File: config.mk
export PLATFORM = sky130hd
export DESIGN_NAME = zanagotchi_core_flat
export DESIGN_NICKNAME = d
export VERILOG_FILES = /design/src/rtl/zanagotchi_pkg.sv /design/src/rtl/zanagotchi_if.sv /design/src/rtl/zanagotchi_sprites.sv /design/src/rtl/zanagotchi_core.sv /design/src/flat_wrapper.sv
export SDC_FILE = /design/constraint.sdc
export NUM_CORES = 1
export LEC_CHECK = 0
export BUFFER_PORTS_ARGS = -buffer_cell sky130_fd_sc_hd__buf_2
export CAP_MARGIN = 0
export CORE_UTILIZATION = 30
export CTS_CLUSTER_SIZE = 25
export DETAILED_ROUTE_END_ITERATION = 16
export PLACE_DENSITY = 0.46
export SLEW_MARGIN = 0
export SYNTH_ARGS = -nofsm -noshare
export SYNTH_HDL_FRONTEND = slang
export SYNTH_SLANG_ARGS = --single-unit
File: constraint.sdc
create_clock -name clk -period 5.95 [get_ports clk]
set_input_delay 0.2975 -clock clk [delete_from_list [all_inputs] [get_ports clk]]
set_output_delay 0.2975 -clock clk [all_outputs]
set_load 0.005 [all_outputs]
File: src/rtl/zanagotchi_pkg.sv
// Shared types and constants for the Zanagotchi pet engine: state codes,
// per-state attribute steps, saturating arithmetic and the OLED init list.
package zanagotchi_pkg;

    typedef enum logic [3:0] {
        ST_IDLE       = 4'b0000,
        ST_COMENDO    = 4'b0001,
        ST_DORMINDO   = 4'b0010,
        ST_DANDO_AULA = 4'b0011,
        ST_MORTO      = 4'b0100
    } state_t;

    typedef enum logic [1:0] {D_RESET, D_GAP, D_LOW, D_HIGH} disp_t;

    typedef struct packed {
        logic [7:0] fome_up, fome_dn, sono_up, sono_dn, feli_up, feli_dn;
    } delta_t;

    localparam logic [7:0] EAT_GAIN   = 8'd5;
    localparam logic [7:0] SLEEP_GAIN = 8'd5;
    localparam logic [7:0] TEACH_GAIN = 8'd3;
    localparam int         INIT_LEN   = 12;

    function automatic delta_t delta_for(input state_t s);
        delta_t d;
        d = '0;
        case (s)
            ST_IDLE:       begin d.fome_dn = 8'd2; d.sono_dn = 8'd1; d.feli_dn = 8'd1; end
            ST_COMENDO:    begin d.fome_up = EAT_GAIN; d.sono_dn = 8'd1; d.feli_dn = 8'd1; end
            ST_DORMINDO:   begin d.sono_up = SLEEP_GAIN; d.fome_dn = 8'd1; d.feli_dn = 8'd1; end
            ST_DANDO_AULA: begin d.feli_up = TEACH_GAIN; d.fome_dn = 8'd2; d.sono_dn = 8'd2; end
            default:       d = '0;
        endcase
        return d;
    endfunction

    // Each state only moves an attribute one way, so clamping the rise before
    // applying the fall is equivalent to either order.
    function automatic logic [7:0] sat_step(input logic [7:0] v, input logic [7:0] up,
                                            input logic [7:0] dn, input logic [7:0] top);
        logic [8:0] t;
        t = {1'b0, v} + {1'b0, up};
        if (t > {1'b0, top}) t = {1'b0, top};
        if (t < {1'b0, dn}) t = 9'd0;
        else                t = t - {1'b0, dn};
        return t[7:0];
    endfunction

    function automatic logic [7:0] init_cmd(input logic [3:0] idx);
        logic [7:0] c;
        case (idx)
            4'd0:  c = 8'hAE;
            4'd1:  c = 8'h20;
            4'd2:  c = 8'h00;
            4'd3:  c = 8'h21;
            4'd4:  c = 8'h00;
            4'd5:  c = 8'h7F;
            4'd6:  c = 8'h22;
            4'd7:  c = 8'h00;
            4'd8:  c = 8'h07;
            4'd9:  c = 8'h8D;
            4'd10: c = 8'h14;
            4'd11: c = 8'hAF;
            default: c = 8'h00;
        endcase
        return c;
    endfunction

endpackage

File: src/rtl/zanagotchi_if.sv
// Write-only SPI link to the SSD1306-style OLED panel.
interface zanagotchi_if;
    logic io_sclk;
    logic io_sdin;
    logic io_cs;
    logic io_dc;
    logic io_reset;

    modport master (output io_sclk, io_sdin, io_cs, io_dc, io_reset);
    modport slave  (input  io_sclk, io_sdin, io_cs, io_dc, io_reset);
endinterface

File: src/rtl/zanagotchi_sprites.sv
// Combinational 128x64 image ROM, one picture per pet state.
// Byte index is page-major: page = index[9:7], column = index[6:0], LSB = top row.
module zanagotchi_sprites
    import zanagotchi_pkg::*;
(
    input  logic [3:0] i_state,
    input  logic [9:0] i_index,
    output logic [7:0] o_byte
);
    logic [2:0] w_page;
    logic [6:0] w_col;

    assign w_page = i_index[9:7];
    assign w_col  = i_index[6:0];

    always_comb begin
        o_byte = 8'h00;
        case (i_state)
            ST_IDLE:     o_byte = w_col[0] ? 8'hAA : 8'h55;
            ST_COMENDO:  if (w_col >= 7'd32 && w_col < 7'd96 && w_page >= 3'd2 && w_page < 3'd6)
                             o_byte = 8'hFF;
            ST_DORMINDO: if (w_col[3:0] == 4'd0) o_byte = 8'hFF;
            ST_DANDO_AULA: begin
                if (w_col == 7'd0 || w_col == 7'd127) o_byte = 8'hFF;
                else if (w_page == 3'd0)              o_byte = 8'h01;
                else if (w_page == 3'd7)              o_byte = 8'h80;
            end
            ST_MORTO:    if (w_col[6:4] == w_page) o_byte = 8'hFF;
            default:     o_byte = 8'h00;
        endcase
    end
endmodule

File: src/rtl/zanagotchi_core.sv
// Virtual-pet engine: button-driven activity FSM, once-per-second attribute
// updates with sticky death, and a continuous SPI frame streamer for the OLED.
module zanagotchi_core
    import zanagotchi_pkg::*;
#(
    parameter int TICKS_PER_SEC = 100,
    parameter int ATTR_INIT     = 50,
    parameter int ATTR_MAX      = 100,
    parameter int SPI_DIV       = 1
) (
    input  logic        clk,
    input  logic        rst,
    input  logic        b1,
    input  logic        b2,
    output logic [3:0]  estado,
    output logic [7:0]  fome,
    output logic [7:0]  sono,
    output logic [7:0]  felicidade,
    output logic        morreu,
    zanagotchi_if.master oled
);
    localparam int         SEC_W     = $clog2(TICKS_PER_SEC);
    localparam logic [7:0] DIV_LAST  = 8'(SPI_DIV - 1);
    localparam logic [3:0] INIT_LAST = 4'(INIT_LEN - 1);

    state_t             r_estado, w_estado_next, w_btn_state, r_frame_state, w_frame_state_next;
    logic [1:0]         r_prev, w_code;
    logic [SEC_W-1:0]   r_sec_cnt;
    logic [7:0]         r_fome, r_sono, r_feli, w_fome_upd, w_sono_upd, w_feli_upd;
    logic               r_morreu, w_event, w_tick, w_live, w_fatal;
    delta_t             w_delta;

    disp_t              r_dstate, w_dstate_next;
    logic [1:0]         r_rcnt, w_rcnt_next;
    logic [7:0]         r_div, w_div_next, r_shift, w_shift_next, w_sprite_byte;
    logic [2:0]         r_bit, w_bit_next;
    logic [3:0]         r_cmd_idx, w_cmd_idx_next;
    logic [9:0]         r_pix_idx, w_pix_idx_next;
    logic               r_dc, w_dc_next, r_in_frame, w_in_frame_next;
    logic [3:0]         w_sprite_state;

    always_comb begin
        w_code      = {b1, b2};
        w_event     = (w_code != r_prev) && (w_code != 2'b00);
        w_tick      = (r_sec_cnt == SEC_W'(TICKS_PER_SEC - 1));
        w_btn_state = r_estado;
        if (w_event) begin
            case (r_estado)
                ST_IDLE: case (w_code)
                    2'b10:   w_btn_state = ST_COMENDO;
                    2'b01:   w_btn_state = ST_DORMINDO;
                    2'b11:   w_btn_state = ST_DANDO_AULA;
                    default: w_btn_state = r_estado;
                endcase
                ST_COMENDO:    if (w_code == 2'b10) w_btn_state = ST_IDLE;
                ST_DORMINDO:   if (w_code == 2'b01) w_btn_state = ST_IDLE;
                ST_DANDO_AULA: if (w_code == 2'b11) w_btn_state = ST_IDLE;
                default:       w_btn_state = r_estado;
            endcase
        end
        w_delta    = delta_for(r_estado);
        w_fome_upd = sat_step(r_fome, w_delta.fome_up, w_delta.fome_dn, 8'(ATTR_MAX));
        w_sono_upd = sat_step(r_sono, w_delta.sono_up, w_delta.sono_dn, 8'(ATTR_MAX));
        w_feli_upd = sat_step(r_feli, w_delta.feli_up, w_delta.feli_dn, 8'(ATTR_MAX));
        w_live     = w_tick && (r_estado != ST_MORTO);
        w_fatal    = w_live && (w_fome_upd == 8'd0 || w_sono_upd == 8'd0 || w_feli_upd == 8'd0);
        // Death overrides any button event landing on the same edge.
        w_estado_next = w_fatal ? ST_MORTO : w_btn_state;
    end

    always_ff @(posedge clk) begin
        if (rst) begin
            r_estado  <= ST_IDLE;
            r_prev    <= 2'b00;
            r_sec_cnt <= '0;
            r_fome    <= 8'(ATTR_INIT);
            r_sono    <= 8'(ATTR_INIT);
            r_feli    <= 8'(ATTR_INIT);
            r_morreu  <= 1'b0;
        end else begin
            r_estado  <= w_estado_next;
            r_prev    <= w_code;
            r_sec_cnt <= w_tick ? '0 : r_sec_cnt + 1'b1;
            if (w_live) begin
                r_fome <= w_fome_upd;
                r_sono <= w_sono_upd;
                r_feli <= w_feli_upd;
            end
            r_morreu  <= r_morreu | w_fatal;
        end
    end

    // The image for a frame is chosen from the live state only at byte 0.
    assign w_sprite_state = (r_pix_idx == 10'd0) ? r_estado : r_frame_state;

    zanagotchi_sprites u_sprites (
        .i_state (w_sprite_state),
        .i_index (r_pix_idx),
        .o_byte  (w_sprite_byte)
    );

    always_comb begin
        w_dstate_next      = r_dstate;
        w_rcnt_next        = r_rcnt;
        w_div_next         = r_div;
        w_bit_next         = r_bit;
        w_shift_next       = r_shift;
        w_dc_next          = r_dc;
        w_cmd_idx_next     = r_cmd_idx;
        w_pix_idx_next     = r_pix_idx;
        w_in_frame_next    = r_in_frame;
        w_frame_state_next = r_frame_state;
        case (r_dstate)
            D_RESET: begin
                if (r_rcnt == 2'd3) w_dstate_next = D_GAP;
                else                w_rcnt_next   = r_rcnt + 2'd1;
            end
            D_GAP: begin
                w_shift_next  = r_in_frame ? w_sprite_byte : init_cmd(r_cmd_idx);
                w_dc_next     = r_in_frame;
                if (r_in_frame && r_pix_idx == 10'd0) w_frame_state_next = r_estado;
                w_bit_next    = 3'd0;
                w_div_next    = 8'd0;
                w_dstate_next = D_LOW;
            end
            D_LOW: begin
                if (r_div == DIV_LAST) begin
                    w_div_next    = 8'd0;
                    w_dstate_next = D_HIGH;
                end else begin
                    w_div_next = r_div + 8'd1;
                end
            end
            D_HIGH: begin
                if (r_div != DIV_LAST) begin
                    w_div_next = r_div + 8'd1;
                end else if (r_bit != 3'd7) begin
                    w_div_next    = 8'd0;
                    w_bit_next    = r_bit + 3'd1;
                    w_shift_next  = {r_shift[6:0], 1'b0};
                    w_dstate_next = D_LOW;
                end else begin
                    w_div_next    = 8'd0;
                    w_dstate_next = D_GAP;
                    if (r_in_frame)                  w_pix_idx_next  = r_pix_idx + 10'd1;
                    else if (r_cmd_idx == INIT_LAST) w_in_frame_next = 1'b1;
                    else                             w_cmd_idx_next  = r_cmd_idx + 4'd1;
                end
            end
            default: w_dstate_next = D_RESET;
        endcase
    end

    always_ff @(posedge clk) begin
        if (rst) begin
            r_dstate      <= D_RESET;
            r_rcnt        <= 2'd0;
            r_div         <= 8'd0;
            r_bit         <= 3'd0;
            r_shift       <= 8'd0;
            r_dc          <= 1'b0;
            r_cmd_idx     <= 4'd0;
            r_pix_idx     <= 10'd0;
            r_in_frame    <= 1'b0;
            r_frame_state <= ST_IDLE;
        end else begin
            r_dstate      <= w_dstate_next;
            r_rcnt        <= w_rcnt_next;
            r_div         <= w_div_next;
            r_bit         <= w_bit_next;
            r_shift       <= w_shift_next;
            r_dc          <= w_dc_next;
            r_cmd_idx     <= w_cmd_idx_next;
            r_pix_idx     <= w_pix_idx_next;
            r_in_frame    <= w_in_frame_next;
            r_frame_state <= w_frame_state_next;
        end
    end

    assign estado        = r_estado;
    assign fome          = r_fome;
    assign sono          = r_sono;
    assign felicidade    = r_feli;
    assign morreu        = r_morreu;
    assign oled.io_sclk  = (r_dstate == D_HIGH);
    assign oled.io_cs    = !(r_dstate == D_LOW || r_dstate == D_HIGH);
    assign oled.io_sdin  = (r_dstate == D_LOW || r_dstate == D_HIGH) && r_shift[7];
    assign oled.io_dc    = r_dc;
    assign oled.io_reset = (r_dstate != D_RESET);
endmodule

File: src/flat_wrapper.sv
// flat-port wrapper written by rule: the top's interface ports become plain ports
module zanagotchi_core_flat import zanagotchi_pkg::*;
#(
    parameter int TICKS_PER_SEC = 100,
    parameter int ATTR_INIT     = 50,
    parameter int ATTR_MAX      = 100,
    parameter int SPI_DIV       = 1
)
  (clk, rst, b1, b2, estado, fome, sono, felicidade, morreu, oled_io_sclk, oled_io_sdin, oled_io_cs, oled_io_dc, oled_io_reset);
  zanagotchi_if oled_i ();
  input  logic clk;
  input  logic rst;
  input  logic b1;
  input  logic b2;
  output logic [3:0] estado;
  output logic [7:0] fome;
  output logic [7:0] sono;
  output logic [7:0] felicidade;
  output logic morreu;
  output wire logic [$bits(oled_i.io_sclk)-1:0] oled_io_sclk;
  output wire logic [$bits(oled_i.io_sdin)-1:0] oled_io_sdin;
  output wire logic [$bits(oled_i.io_cs)-1:0] oled_io_cs;
  output wire logic [$bits(oled_i.io_dc)-1:0] oled_io_dc;
  output wire logic [$bits(oled_i.io_reset)-1:0] oled_io_reset;
  assign oled_io_sclk = oled_i.io_sclk;
  assign oled_io_sdin = oled_i.io_sdin;
  assign oled_io_cs = oled_i.io_cs;
  assign oled_io_dc = oled_i.io_dc;
  assign oled_io_reset = oled_i.io_reset;
  zanagotchi_core #(.TICKS_PER_SEC(TICKS_PER_SEC), .ATTR_INIT(ATTR_INIT), .ATTR_MAX(ATTR_MAX), .SPI_DIV(SPI_DIV)) u_core (.clk(clk), .rst(rst), .b1(b1), .b2(b2), .estado(estado), .fome(fome), .sono(sono), .felicidade(felicidade), .morreu(morreu), .oled(oled_i));
endmodule
# Word level (Yosys, flattened, before mapping)
# Memory sizes are Yosys's and may differ from the RTL's. A register that Yosys moved wholly into a read port is not among the register bits.
# Cells that the tools add are included.
# Widths: inputs -> output; s select.
classes:
  order_cmp: 10
  muxes: 47
  reduce_logical: 46
  bitwise_logic: 6
  add_sub_neg: 12
  eq_ne: 34
ops:
  columns: ["cell", "n"]
  rows:
  - ["$mux 8", 15]
  - ["$pmux 8 s5", 1]
  - ["$logic_not 8->1", 4]
  - ["$gt 9x7->1 const B", 3]
  - ["$mux 9", 3]
  - ["$mux 4", 6]
  - ["$pmux 8 s3", 1]
  - ["$add 8x3->9", 2]
  - ["$lt 9x2->1", 2]
  - ["$mux 3", 6]
  - ["$eq 4x2->1 const B", 4]
  - ["$pmux 4 s4", 1]
  - ["$pmux 8 s2", 1]
  - ["$sub 8x2->8", 2]
  - ["$eq 7x7->1 const B", 2]
  - ["$logic_not 4->1", 3]
  - ["$ne 2x1->1 const B", 6]
  - ["$pmux 4 s3", 1]
  - ["$reduce_and 6->1", 2]
  - ["$add 10x1->10 const B", 1]
  - ["$eq 2x2->1 const B", 5]
  - ["$logic_not 10->1", 1]
  - ["$mux 2", 5]
  - ["$add 8x2->9", 1]
  - ["other kinds (47)", 77]
word_totals:
  input_bits: 4
  romBits: 128
  word_cells: 174
  n_memories: 1
  out_inout_bits: 34
  ff_bits: 81
mem_list:
  columns: ["memory", "words", "width", "read_ports", "rd_ports_with_merged_regs", "wr", "line_no", "source"]
  rows:
  - ["(name not given)", 16, 8, 1, 1, 0, "zanagotchi_pkg.sv:51", "case (idx)"]

# Logic depth before layout (Yosys ltp)
logic_depth:
  depth_word: 13
  mapped_depth: 19
  depth_no_buf: 18

# Hierarchy
# A second synthesis with hierarchy kept.
unflattened:
  hier_cells: 726
  hier_area_um2: 5970.7
by_module_without_submodules:
  columns: ["mod", "seq_area_each_um2", "area_each_um2", "n_inst", "cells_per_inst"]
  rows:
  - ["zanagotchi_core", 1741.7, 5738.0, 1, 692]
  - ["zanagotchi_sprites", 0.0, 232.7, 1, 34]

# Worst setup path before layout
# OpenSTA, ideal clock, no wires.
synth_path:
  path_kind: "reg2reg"
  start: "register u_core.r_estado[1] (netlist: u_core.estado[1])"
  end: "register u_core.r_estado[2] (netlist: u_core.estado[2])"
  setup_time_ns: 0.081
  path_stages_with_launch: 16
  slack_ns: 1.715
  t_required_ns: 5.869
  arrival_ns: 4.155
  path_buffers: 1
  synth_period_minus_slack_ns: 4.235
  cell_sequence: "dfxtp_1 -> clkbuf_1 -> nor3b_1 -> ha_1 -> ha_1 -> a21oi_2 -> nor3b_1 -> or3_1 -> a21oi_1 -> nand2_1 -> ha_1 -> fa_1 -> or4_4 -> a311oi_2 -> o21ai_1 -> a41oi_1"
synth_between:
  elab_chain_cells: 13
  elab_cells_between_ends: 49
  cone_classes: "add/sub (6); order compare (6); eq/ne (8); mux (15); reduce/logical (14)"
synth_lines:
  columns: ["item", "line_no", "source"]
  rows:
  - ["from (decl)", "zanagotchi_core.sv:26", "state_t r_estado, w_estado_next, w_btn_state, r_frame_state, w_frame_state_next;"]
  - ["from (signal assigned)", "zanagotchi_core.sv:81", "r_estado <= w_estado_next;"]
  - ["$eq 4x1->1 or $eq 4x2->1 (tied branches)", "zanagotchi_pkg.sv:27, zanagotchi_core.sv:48", null]
  - ["$mux 3", "zanagotchi_pkg.sv:27", "case (s)"]
  - ["$add 8x3->9", "zanagotchi_pkg.sv:42", "t = {1'b0, v} + {1'b0, up};"]
  - ["$gt 9x7->1", "zanagotchi_pkg.sv:43", "if (t > {1'b0, top}) t = {1'b0, top};"]
  - ["$mux 9", "zanagotchi_pkg.sv:43", null]
  - ["$sub 8x2->8 or $lt 9x2->1 (tied branches)", "zanagotchi_pkg.sv:45, zanagotchi_pkg.sv:44", null]
  - ["$mux 8", "zanagotchi_pkg.sv:44", "if (t < {1'b0, dn}) t = 9'd0;"]
  - ["$logic_not 8->1", "zanagotchi_core.sv:66", "w_fatal = w_live && (w_fome_upd == 8'd0 || w_sono_upd == 8'd0 || w_feli_upd == 8'd0);"]
  - ["$logic_or 1x1->1 (2 in series)", "zanagotchi_core.sv:66", null]
  - ["$logic_and 1x1->1", "zanagotchi_core.sv:66", null]
  - ["$ne 5x1->1 (no source line), or another cell as far along", null, null]
  - ["$reduce_and 6->1 (no source line)", null, null]
# Several ways; a longest one is shown, not always the timed one. The select of a mux whose other input is x is not followed.
# A chain may end at the register's enable or synchronous reset.

# Worst setup path in the final report
layout_path:
  start: "register u_core.r_estado[1] (netlist: u_core.estado[1])"
  end: "register u_core.r_estado[0] (netlist: u_core.estado[0])"
layout_between:
  elab_chain_cells: 12
  elab_cells_between_ends: 47
  cone_classes: "add/sub (6); order compare (6); eq/ne (8); mux (13); reduce/logical (14)"
layout_lines:
  columns: ["item", "line_no"]
  rows:
  - ["$eq 4x1->1 or $eq 4x2->1 (tied branches)", "zanagotchi_pkg.sv:27, zanagotchi_core.sv:48"]
  - ["$mux 3", "zanagotchi_pkg.sv:27"]
  - ["$add 8x3->9", "zanagotchi_pkg.sv:42"]
  - ["$gt 9x7->1", "zanagotchi_pkg.sv:43"]
  - ["$mux 9", "zanagotchi_pkg.sv:43"]
  - ["$sub 8x2->8 or $lt 9x2->1 (tied branches)", "zanagotchi_pkg.sv:45, zanagotchi_pkg.sv:44"]
  - ["$mux 8", "zanagotchi_pkg.sv:44"]
  - ["$logic_not 8->1", "zanagotchi_core.sv:66"]
  - ["$logic_or 1x1->1 (2 in series)", "zanagotchi_core.sv:66"]
  - ["$logic_and 1x1->1", "zanagotchi_core.sv:66"]
  - ["$reduce_or 2->1 (no source line)", null]
# Several ways; a longest one is shown, not always the timed one.

==> impl_metrics.csv <==
group,metric,value,unit
routing,num_vias,5320,
worst_hold_path,hold_depth,3,
clock_tree,clock_path_buffers,2,
logic_synthesis,yosys.area_share.simple,25.81,%
sta,period_minus_slack,5.137,ns
sta,fin_tns_setup,0,ns
sta,hold_slack,0.2695,ns
logic_synthesis,synth.area.mux_share,3.206,%
critical_path,r2r_cells,18,
logic_synthesis,yosys_register_bits,87,
clock_tree,clockRootBuffer,"clkbuf_16",
routing,vias_per_cell,5.283,
placement,place_congestion,0.8587,
critical_path,r2r_setup_slack,0.81,ns
sta,finalClockSkew,0.005603,ns
grt,grt_pass1_wl,24510,µm
layout,diodes,0,
routing,drt.antenna.violating_nets,0,
floorplan,io-pin-count,38,
logic_synthesis,synthAdderAreaFrac,8.339,%
critical_path,cp.arrival,5.38,ns
layout,stdcell_count,1007,
layout,nets,779,
clock_tree,hold_buffers,0,
sta,maxSlewViolCount,0,
critical_path,r2r_end,"u_core.estado[0]$_SDFFE_PP0P_",
logic_synthesis,yosysWarnings,0,
logic_synthesis,netlist_area,0.005972,mm²
placement,placed_area,0.006315,mm²
clock_tree,cts_resized,0,
critical_path,end_kind,"flip-flop",
sta,tightest_slew,1.110,ns
power_and_ir_drop,p_leak,2.559,nW
logic_synthesis,synthXorXnorAreaFrac,6.285,%
floorplan,initial_utilization,30.68,%
clock_tree,cts_buffers,9,
grt,track_usage,15.15,%
routing,drc,0,
critical_path,cp-endpoint,"u_core.estado[0]$_SDFFE_PP0P_",
critical_path,r2r-start,"u_core.estado[1]$_SDFFE_PP0P_",
logic_synthesis,ys_types,88,
critical_path,critical_path_class,"flip-flop to flip-flop",
placement,port_buffers,36,
critical_path,startpoint_type,"flip-flop",
logic_synthesis,synth-compound-area-share,21.79,%
layout,drive_above_1_share,11.99,%
power_and_ir_drop,powerDensity,209.3,mW/mm²
sta,relSlewSlack,26.00,%
clock_tree,cts_num_sinks,87,
layout,finalInstanceArea,0.006588,mm²
critical_path,critical_path.startpoint,"u_core.estado[1]$_SDFFE_PP0P_",
routing,routed_wl,15010,µm
run_status,outcome,"finished clean",
floorplan,die_w,143.1,µm
routing,first_pass_iters,5,
logic_synthesis,syn_nets,767,
clock_tree,tritoncts,"built",
clock_tree,clkTransAtPathRegs,0.07,ns
placement,placedCellCount,991,
sta,fmax,194.7,MHz
grt,grt_max_degree,82,
layout,fill_cells,2033,
sta,finalHoldViolations,0,
grt,grt_pass1_vias,4921,
clock_tree,clock_latency,0.35,ns
grt,antenna_found_initial,0,
logic_synthesis,seq_area_frac_synth,29.16,%
routing,drtIter0Drc,374,
sta,grt_setup_unrepaired,"no",
logic_synthesis,syn_inst,725,
logic_synthesis,avgSynthCellArea,8.237,µm²
floorplan,rows,51,
placement,hpwl,11020,µm
sta,fin_crit_sh,86.33,%
floorplan,coreArea,0.01946,mm²
layout,area_growth,10.31,%
logic_synthesis,synth_top_family_by_area,"simple AND/OR/NAND/NOR gates",
critical_path,cp_max_fo,12,
logic_synthesis,synth_edf_count,0,
critical_path,required,6.19,ns
clock_tree,cts-htree-levels,3,
grt,gr-total-overflow,0,
floorplan,die_h,143.1,µm
routing,wire_per_inst,14.91,µm
logic_synthesis,ys.flop_type,"dfxtp_1",
job,max-cap-violations,0,
clock_tree,post-cts-setup-buffers,0,
logic_synthesis,async_reset_ff_share,0,%
floorplan,die-area,0.02047,mm²
sta,setup_viol,0,
worst_hold_path,hold_path.class,"input port to flip-flop",
power_and_ir_drop,vdd_ir_drop_max,0.1084,mV
[worst max-delay path, stage by stage (launching register included)]
cell and delay (ns):
dfxtp_1 0.59, nand3b_1 0.39, inv_1 0.25, ha_1 0.22, inv_1 0.07, fa_1 0.50
xor2_1 0.22, a21oi_1 0.15, a21oi_1 0.07, o31ai_1 0.57, or2_2 0.22, ha_1 0.16
ha_1 0.27, nand2_1 0.08, o32ai_1 0.26, xor2_1 0.27, o32ai_1 0.16, and4_1 0.26
nor4b_1 0.32
[per-stage QoR]
stage               power [mW]  util, %  setup slack, ns
finish                   1.379    33.85           0.8135
global route             1.453    33.85           0.3288
CTS                      1.406    33.85           0.8007
detailed placement      0.8578    32.45           0.8477
global placement        0.8559    32.45           0.9618
floorplan               0.8048        -            1.715
[metal layers]
layer	vias to the layer above	wire [µm]	track usage [%]
met5	-	0	0
met4	0	213	4.867
met3	14	629	3.119
met2	103	7367	27.01
met1	2520	6802	18.00
li1	2683	-	-
[layout make-up]
type | instances | area, µm² | share of cell area [%]
clock buffers | 10 | 229.0 | 3.476
clock inverters | 6 | 43.79 | 0.6648
well taps | 265 | 331.6 | 5.033
flip-flops and latches | 87 | 1742 | 26.44
multi-input cells | 565 | 3911 | 59.37
repair buffers | 38 | 195.2 | 2.963
inverters | 36 | 135.1 | 2.051
[layout by cell type (no fill, tap or decap), drive strengths merged, types with 5 or more instances in the layout]
master / n
nand2: 46
nor3: 26
a311oi: 7
a21o: 9
nor4: 5
or3: 9
a21oi: 49
clkbuf: 10
nor2: 85
o21ai: 27
and3: 10
ha: 35
nand2b: 9
inv: 36
buf: 38
a211oi: 9
nor2b: 6
dfxtp: 87
nand3b: 7
xnor2: 23
nand3: 27
clkinv: 5
nor3b: 15
a31oi: 10
and2: 7
mux2i: 18
nand4: 15
xor2: 19
o31ai: 9
[how the worst min path moves through the flow]
| stage | start | to | slack, ns |
|---|---|---|---|
| 5_1_grt | b2 | u_core.r_prev[0]$_SDFF_PP0_ | 0.28 |
| 3_5_place_dp | u_core.r_sec_cnt[0]$_SDFF_PP0_ | u_core.r_sec_cnt[0]$_SDFF_PP0_ | 0.45 |
| 4_1_cts | b2 | u_core.r_prev[0]$_SDFF_PP0_ | 0.25 |
| 6_report | b2 | u_core.r_prev[0]$_SDFF_PP0_ | 0.27 |
| 3_3_place_gp | u_core.r_sec_cnt[0]$_SDFF_PP0_ | u_core.r_sec_cnt[0]$_SDFF_PP0_ | 0.42 |
| 2_1_floorplan | u_core.r_sec_cnt[0]$_SDFF_PP0_ | u_core.r_sec_cnt[0]$_SDFF_PP0_ | 0.41 |
[cell families (layout without fill, tap and decap cells)]
| group | after synthesis | count (layout) |
|---|---|---|
| xor+xnor | 42 | 42 |
| fa+ha+maj | 38 | 38 |
| mux | 19 | 19 |
| buf+inv | 73 | 90 |
| other cells | 1 | 1 |
| flops | 87 | 87 |
| compound gates | 177 | 177 |
| simple gates | 288 | 288 |
[synthesized netlist by cell type, drive strengths merged, types with 4 or more instances]
library cell | count | area share [%]
o21ai | 27 | 2.3
mux2i | 18 | 3.0
a31o | 4 | 0.59
a211oi | 9 | 1.1
xor2 | 19 | 2.8
o31ai | 9 | 1.4
a21oi | 49 | 4.2
nor3b | 15 | 2.0
nor4b | 4 | 0.69
nor2 | 85 | 5.5
buf | 15 | 1.7
or2 | 4 | 0.42
a31oi | 10 | 1.7
and3 | 10 | 1.0
nand3 | 27 | 2.3
a21o | 9 | 1.1
nand2b | 9 | 0.94
xnor2 | 23 | 3.5
a311oi | 7 | 1.1
a2111oi | 4 | 0.90
inv | 34 | 2.1
nor4 | 5 | 0.84
nor3 | 26 | 2.4
dfxtp | 87 | 29
and2 | 7 | 0.73
nor2b | 6 | 0.63
or3 | 9 | 1.0
nand4 | 15 | 1.6
and4 | 4 | 0.59
clkbuf | 22 | 1.4
a22oi | 4 | 0.50
ha | 35 | 7.3
o221a | 4 | 0.75
nand3b | 7 | 0.88
o221ai | 4 | 0.59
a221o | 4 | 0.67
nand2 | 46 | 2.9
[report_power, final]
group,total [mW],internal (mW),switching [mW]
Sequential,0.623,0.601,0.0213
Clock,0.534,0.285,0.249
Combinational,0.222,0.0875,0.134
Total,1.38,0.974,0.404
[state kept, by name, indices dropped and copies added, names as in the netlist, 3 cells and up, named ones only]
signal / cells
u_core.r_cmd_idx: 4
u_core.felicidade: 8
u_core.fome: 8
u_core.r_frame_state: 3
u_core.r_sec_cnt: 7
u_core.r_shift: 8
u_core.r_div: 8
u_core.r_pix_idx: 10
u_core.sono: 8
u_core.estado: 3
u_core.r_bit: 3
Power figures use the tool's default switching activity.
